**config.mk**
```make
export PLATFORM = sky130hd
export DESIGN_NAME = mm3_seq
export DESIGN_NICKNAME = d
export VERILOG_FILES = /design/src/rtl/mm3_seq.sv
export SDC_FILE = /design/constraint.sdc
export NUM_CORES = 2
export LEC_CHECK = 0
export ABC_AREA = 1
export ABC_CLOCK_PERIOD_IN_PS = 10150
export BUFFER_PORTS_ARGS = -buffer_cell sky130_fd_sc_hd__clkbuf_2
export CAP_MARGIN = 30
export CORE_ASPECT_RATIO = 0.7
export CORE_UTILIZATION = 30
export CTS_BUF_LIST = sky130_fd_sc_hd__clkbuf_16
export DETAILED_ROUTE_END_ITERATION = 6
export GPL_TIMING_DRIVEN = 0
export PLACE_DENSITY = 0.56
export SYNTH_ARGS = -nofsm -noshare
export SYNTH_HDL_FRONTEND = slang
export SYNTH_SLANG_ARGS = --single-unit
```
**constraint.sdc**
```tcl
create_clock -name clock -period 10.15 [get_ports clock]
set_input_delay 2.03 -clock clock [delete_from_list [all_inputs] [get_ports clock]]
set_output_delay 2.03 -clock clock [all_outputs]
set_load 0.02 [all_outputs]
```
**src/rtl/mm3_seq.sv**
```systemverilog
// Operand sequencer and result collector for a pipelined 3-element dot-product unit.
// Optional start-to-done cycle counter enabled by defining MM3_SEQ_CYCLE_COUNT_EN.
module mm3_seq #(
  parameter int BITS = 32,
  parameter int LAT  = 18
) (
  input  logic            clock,
  input  logic            reset,
  input  logic            wr_en,
  input  logic            wr_sel,
  input  logic [3:0]      wr_addr,
  input  logic [BITS-1:0] wr_data,
  input  logic            start,
  output logic [BITS-1:0] a1,
  output logic [BITS-1:0] a2,
  output logic [BITS-1:0] a3,
  output logic [BITS-1:0] b1,
  output logic [BITS-1:0] b2,
  output logic [BITS-1:0] b3,
  output logic            issue_valid,
  input  logic [BITS-1:0] dp_out,
  input  logic [3:0]      rd_addr,
  output logic [BITS-1:0] rd_data,
  output logic            busy,
  output logic            done,
  output logic [15:0]     cyc_count,
  output logic [1:0]      dbg_state
);

  typedef enum logic [1:0] {
    S_IDLE  = 2'd0,
    S_ISSUE = 2'd1,
    S_DRAIN = 2'd2,
    S_DONE  = 2'd3
  } state_t;

  state_t          r_state;
  state_t          w_next;
  logic [3:0]      r_k;
  logic [BITS-1:0] r_a [9];
  logic [BITS-1:0] r_b [9];
  logic [BITS-1:0] r_c [9];
  logic            r_pv [LAT];
  logic [3:0]      r_pk [LAT];
  logic            r_cap_last;
  logic [BITS-1:0] r_rd_data;
  logic            w_start_ok;
  logic            w_issue;
  logic [3:0]      w_row;
  logic [3:0]      w_row_base;
  logic [3:0]      w_col;

  // The DONE cycle also accepts start so back-to-back runs lose only one cycle.
  assign w_start_ok = start && (r_state == S_IDLE || r_state == S_DONE);
  assign w_issue    = (r_state == S_ISSUE);

  always_ff @(posedge clock) begin
    if (reset) r_state <= S_IDLE;
    else       r_state <= w_next;
  end

  always_comb begin
    w_next = r_state;
    case (r_state)
      S_IDLE:  if (start) w_next = S_ISSUE;
      S_ISSUE: if (r_k == 4'd8) w_next = S_DRAIN;
      S_DRAIN: if (r_cap_last) w_next = S_DONE;
      S_DONE:  w_next = start ? S_ISSUE : S_IDLE;
      default: w_next = S_IDLE;
    endcase
  end

  always_ff @(posedge clock) begin
    if (reset)                        r_k <= 4'd0;
    else if (w_start_ok)              r_k <= 4'd0;
    else if (w_issue && r_k != 4'd8)  r_k <= r_k + 4'd1;
  end

  always_comb begin
    w_row      = r_k / 4'd3;
    w_row_base = w_row * 4'd3;
    w_col      = r_k - w_row_base;
  end

  // Row i of A against column j of B; operands forced to zero outside ISSUE.
  assign a1 = w_issue ? r_a[w_row_base]        : '0;
  assign a2 = w_issue ? r_a[w_row_base + 4'd1] : '0;
  assign a3 = w_issue ? r_a[w_row_base + 4'd2] : '0;
  assign b1 = w_issue ? r_b[w_col]             : '0;
  assign b2 = w_issue ? r_b[w_col + 4'd3]      : '0;
  assign b3 = w_issue ? r_b[w_col + 4'd6]      : '0;

  always_ff @(posedge clock) begin
    if (reset) begin
      for (int i = 0; i < 9; i++) begin
        r_a[i] <= '0;
        r_b[i] <= '0;
      end
    end else if (wr_en && r_state == S_IDLE && wr_addr <= 4'd8) begin
      if (wr_sel) r_b[wr_addr] <= wr_data;
      else        r_a[wr_addr] <= wr_data;
    end
  end

  // Valid pipeline: head entry marks the edge on which dp_out belongs to C[k].
  always_ff @(posedge clock) begin
    if (reset) begin
      for (int i = 0; i < LAT; i++) begin
        r_pv[i] <= 1'b0;
        r_pk[i] <= 4'd0;
      end
      r_cap_last <= 1'b0;
      for (int i = 0; i < 9; i++) r_c[i] <= '0;
    end else begin
      r_pv[0] <= w_issue;
      r_pk[0] <= r_k;
      for (int i = 1; i < LAT; i++) begin
        r_pv[i] <= r_pv[i-1];
        r_pk[i] <= r_pk[i-1];
      end
      r_cap_last <= r_pv[LAT-1] && (r_pk[LAT-1] == 4'd8);
      if (r_pv[LAT-1] && r_pk[LAT-1] <= 4'd8) r_c[r_pk[LAT-1]] <= dp_out;
    end
  end

  always_ff @(posedge clock) begin
    if (reset)                r_rd_data <= '0;
    else if (rd_addr <= 4'd8) r_rd_data <= r_c[rd_addr];
    else                      r_rd_data <= '0;
  end

`ifdef MM3_SEQ_CYCLE_COUNT_EN
  logic [15:0] r_cyc;

  // Counting stops in DONE so the value holds at start-to-done latency.
  always_ff @(posedge clock) begin
    if (reset)                                      r_cyc <= 16'd0;
    else if (w_start_ok)                            r_cyc <= 16'd0;
    else if (r_state == S_ISSUE || r_state == S_DRAIN) r_cyc <= r_cyc + 16'd1;
  end

  assign cyc_count = r_cyc;
`else
  assign cyc_count = 16'd0;
`endif

  assign issue_valid = w_issue;
  assign busy        = (r_state != S_IDLE);
  assign done        = (r_state == S_DONE);
  assign rd_data     = r_rd_data;
  assign dbg_state   = r_state;

endmodule

```
* Word level (Yosys, flattened, before mapping)
Memory sizes are Yosys's and may differ from the RTL's. A register that Yosys moved wholly into a read port is not among the register bits. Cells that the tools add are included. Widths: inputs -> output; s select.
Word-level totals: register bits 7, latch bits 0, bits in writable memories 954, bits in read-only memories 0, input bits 77, output and inout bits 245, logic and storage cells 150, memories kept 5
Cells by class: $add $sub $neg 6, multiply operators 1, div/mod/pow operators 1, $lt $le $gt $ge 3, equal/unequal tests 9, shifts and indexed selects 0, muxes and demuxes 70, bitwise logic cells 37, reductions and logical operators 15
Memories:
- r_a | words 9, width 32, rd ports 3, clocked after memory_dff 0, write ports 9, RTL line 40 | logic [BITS-1:0] r_a [9];
- r_b | words 9, width 32, rd ports 3, clocked after memory_dff 0, write ports 9, RTL line 41 | logic [BITS-1:0] r_b [9];
- r_c | words 9, width 32, rd ports 1, clocked after memory_dff 1, write ports 9, RTL line 42 | logic [BITS-1:0] r_c [9];
- r_pk | words 18, width 4, rd ports 18, clocked after memory_dff 0, write ports 18, RTL line 44 | logic [3:0] r_pk [LAT];
- r_pv | words 18, width 1, rd ports 18, clocked after memory_dff 0, write ports 18, RTL line 43 | logic r_pv [LAT];
Operator list (number):
- $mux 32 | 9
- $reduce_or 32->1 | 3
- $mux 4 | 21
- $mux 1 | 36
- $or 1x1->1 | 36
- $le 4x4->1 const B | 3
- $add 4x1->4 const B | 2
- $add 4x2->4 const B | 2
- $eq 4x4->1 const B | 2
- $pmux 2 s4 | 1
- $logic_and 1x1->1 | 6
- $mux 2 | 3
- $add 4x3->4 const B | 1
- $div 4x2->4 const B | 1
- $eq 2x2->1 const B | 2
- $mul 4x2->4 const B | 1
- $ne 2x2->1 const B | 2
- $ne 4x4->1 const B | 1
- $reduce_or 2->1 | 2
- $sub 4x4->4 | 1
- $reduce_and 3->1 | 1
- $eq 2x1->1 const B | 1
- $logic_not 2->1 | 1
- $ne 2x1->1 const B | 1
- 3 further kinds | 3

* Longest topological paths before layout
depth after elaboration 8, depth in mapped cells 32, mapped depth without buffers 25

* Worst setup path before layout
OpenSTA, ideal clock, no wires.
path type register -> output, start register r_k[3], end output b3[16], arrival time 5.173 ns, required time 8.120 ns, setup slack 2.947 ns, cell stages (with the launch flop) 31, buffers on the path 7, cells stage by stage dfxtp_1 -> inv_2 -> nand2_1 -> inv_1 -> ha_1 -> inv_1 -> ha_1 -> nand3_1 -> nand2_1 -> nand2_2 -> buf_2 -> buf_2 -> ha_1 -> inv_1 -> fa_1 -> ha_1 -> inv_1 -> xor2_2 -> inv_2 -> buf_2 -> buf_1 -> ha_1 -> clkbuf_1 -> inv_1 -> clkbuf_1 -> clkbuf_1 -> o21ai_0 -> o22a_1 -> nand3_1 -> nand2_1 -> nor2_1
On the way: cells in the longest elaborated chain, start to end 6
RTL lines:
- start: declaration | RTL line 39 | logic [3:0] r_k;
- start signal: assignment | RTL line 76 | else if (w_issue && r_k != 4'd8) r_k <= r_k + 4'd1;
- $div 4x2->4 | RTL line 80 | w_row = r_k / 4'd3;
- $mul 4x2->4 | RTL line 81 | w_row_base = w_row * 4'd3;
- $sub 4x4->4 * | RTL line 82 | w_col = r_k - w_row_base;
- $add 4x3->4 * | RTL line 91 | assign b3 = w_issue ? r_b[w_col + 4'd6] : '0;
- $mem_v2 9x32 *
- $mux 32 * | RTL line 91
- end: declaration | RTL line 19 | output logic [BITS-1:0] b3,
Mark *: on every way between the ends. The rest lies on a longest branch, timed or not.

* Worst setup path after layout
start register r_k[3], end output b2[31]
On the way: cells in the longest elaborated chain, start to end 6
RTL lines:
- $div 4x2->4 | RTL line 80
- $mul 4x2->4 | RTL line 81
- $sub 4x4->4 * | RTL line 82
- $add 4x2->4 * | RTL line 90 | assign b2 = w_issue ? r_b[w_col + 4'd3] : '0;
- $mem_v2 9x32 *
- $mux 32 * | RTL line 90
- end: declaration | RTL line 18 | output logic [BITS-1:0] b2,
Marked as above.

==> reports/metrics.csv <==
metric;value;unit
antenna_found_initial;25;
multi_input_area;0.0312;mm^2
ys_ff_latch;1441;
drt_iter0_drc;12972;
hp-class;flip-flop to flip-flop;
layout_common_cells;1791 x nor2_1, 1774 x nand2_1, 1348 x nand3_1, 1312 x edfxtp_1, 687 x o21ai_0;
worstPathArrival;7980;ps
fin_setup_tns;0;ps
root_buffer;clkbuf_16;
cts-htree-levels;4;
clk_latency;880;ps
cts_tree;built;
final_area;0.0912;mm^2
start_util;0.303;
io_buffer_count;302;
overflow;0;
instances_no_fill;13883;
run_status;finished with violations;
clkTransAtPathRegs;60;ps
grt_first_pass_wirelength;534000;um
rows;154;
synth_ff_type;edfxtp_1;
hold_buffers;0;
synth_top_area_share;0.514;
utilization;0.361;
drive_above_1_share;0.0936;
cap_violations;0;
whs;321;ps
critPathKind;flip-flop to output pin;
period_minus_slack;10010;ps
synth_edf_count;1312;
yosys_warnings;0;
area_delta_synth_final;18.8;%
clk_path_buf_depth;4;
dieHeight;425;um
vias;77295;
cp_common_cell;ha_1;
syn_area_per_cell;8.20;um^2
period_share;0.987;
route.detailed.drc;5;
violations;DRC;
worst_r2r_path_depth;8;
yosysSeqAreaShare;0.547;
hold_depth;2;
hpwl;301000;um
nets;10482;
wl_per_cell;28.3;um
vias_per_cell;5.57;
nFillCells;26460;
cts_made_buffers;166;
grt_max_degree;33;
core-area;0.253;mm^2
p_leak;37.1;nW
fin_skew;82.5;ps
synthTopCellsByArea;edfxtp_1 51%, nand2_1 8.8%, nand3_1 8.8%, nor2_1 8.8%, o21ai_0 4.5%;
final_common_cell;nor2_1;
rsz0062_at_grt;false;
max_slew_margin;0.213;
critPathMaxFanout;12;
fmax;99.9;MHz
post_dp_cell_area;0.0856;mm^2
synth_area;0.0767;mm^2
die_width;606;um
routed_wl;393000;um
dpl.cell_count;13562;
finalHoldViolCount;0;
grt_pass1_vias;70354;
grtUsageTotal;0.294;
yosysUniqueCellTypes;43;
netlist_instances;9355;
die_area;0.258;mm^2
drv_slew;0;
globalplace.congestion;1.03;
ios;322;
max_stage_delay;450;ps
drtPass1Iterations;7;
power_density;219;mW/mm^2
setup_violations;0;
critPathSlowestCell;ha_1;
async_flop_share;0;
setup.worst_path.start_class;flip-flop;
cts.sinks;1441;
peakVddDrop;0.000128;V
critPathCaptureType;output pin;
required;8120;ps
tightest_slew;1180;ps
ant_nets;0;
seqCellArea;0.0420;mm^2
yosysTopAreaCell;edfxtp_1;
power by group:
part	switching, mW	leakage [nW]	total (mW)	internal [mW]
logic	5.25	20.0	6.97	1.72
registers	0.149	14.4	6.92	6.77
clock network	2.64	2.73	6.03	3.39
total	8.04	37.1	19.9	11.9
per-stage QoR:
stage / worst slack, ps / power [mW]
after detailed placement: -1310 / 13.6
after CTS: 24.0 / 19.6
after floorplan: 2950 / 10.5
after global placement: -1850 / 13.4
after global routing: 55.8 / 20.4
final: 136 / 19.9
cell families (layout without fill, tap and decap cells):
group                      count (synthesis)  count (layout)  share of synthesized area
AOI/OAI and AO/OA                       1491            1491                      0.104
xor gates and xnor gates                   6               6                   0.000979
adders and majority gates                 20              20                    0.00336
buffers and inverters                   1334            2026                     0.0698
DFF                                     1441            1441                      0.547
muxes                                     22              22                    0.00287
other                                      1             483                  0.0000489
and+or+nand+nor                         5040            5040                      0.272
critical path: cells and delay by family (launching register included):
| kind | cells | cell delay, ps |
|---|---|---|
| buffers and inverters | 15 | 3460 |
| adder cells (fa/ha/maj) | 5 | 1420 |
| AND/OR/NAND/NOR | 9 | 1340 |
| flip-flops | 1 | 430 |
| XOR/XNOR | 1 | 270 |
| AO/OA/AOI/OAI | 1 | 200 |
synthesized netlist by cell type (21+ instances only):
library cell,instances
edfxtp_1,1312
o211ai_1,117
buf_2,219
mux2i_1,22
nand3_1,1348
nand2_1,1802
dfxtp_1,129
o21ai_1,21
inv_1,506
buf_1,93
or2_2,30
nand4_1,34
clkbuf_1,420
nor2_1,1791
clkinv_1,66
o21ai_0,688
o22ai_1,32
o221ai_1,32
a21oi_1,585
sequential cells by signal, indices dropped and copies added, names as in the netlist:
signal and flops:
dbg_state 2, r_pv 18, r_c 288, r_k 4, rd_data 32, r_cap_last 1, r_a 512, r_b 512
r_pk 72
cell type report:
cell class                 count  share of cell area
clock buffer                 172              0.0472
tap                         3354              0.0460
clock inverter               121             0.00988
timing repair buffer         405              0.0343
inverter                     582              0.0240
antenna                       19            0.000522
buffer                       746              0.0352
multi-input combinational   7043               0.342
sequential                  1441               0.461
path summary, 6_finish.rpt:
| path | start | endpoint | slack (ps) |
|---|---|---|---|
| worst min-delay path | r_pv[13]$_SDFF_PP0_ | r_pv[14]$_SDFF_PP0_ | 320 |
| worst max-delay path | r_k[3]$_SDFFE_PP0P_ | b2[31] | 140 |
| worst min register to register | r_pv[13]$_SDFF_PP0_ | r_pv[14]$_SDFF_PP0_ | 320 |
| worst max register to register | dbg_state[0]$_SDFFE_PP0P_ | r_a[0][5]$_SDFFCE_PN0P_ | 5770 |
layer usage:
| layer | GRT usage | wire, um | share of wire |
|---|---|---|---|
| met1 | 0.432 | 167000 | 0.42 |
| met2 | 0.401 | 154000 | 0.39 |
| met3 | 0.0837 | 54500 | 0.14 |
| met4 | 0.117 | 17200 | 0.044 |
| met5 | 0 | 166 | 0.00042 |
repair_timing:
action / in CTS / in global routing
pin swaps: 1 / 0
endpoints found under the hold margin: 0 / 0
setup buffers: 2 / 1
endpoints found under the setup margin: 64 / 44
gates cloned: 0 / 0
resized for setup: 32 / 21
Power figures use the tool's default switching activity.
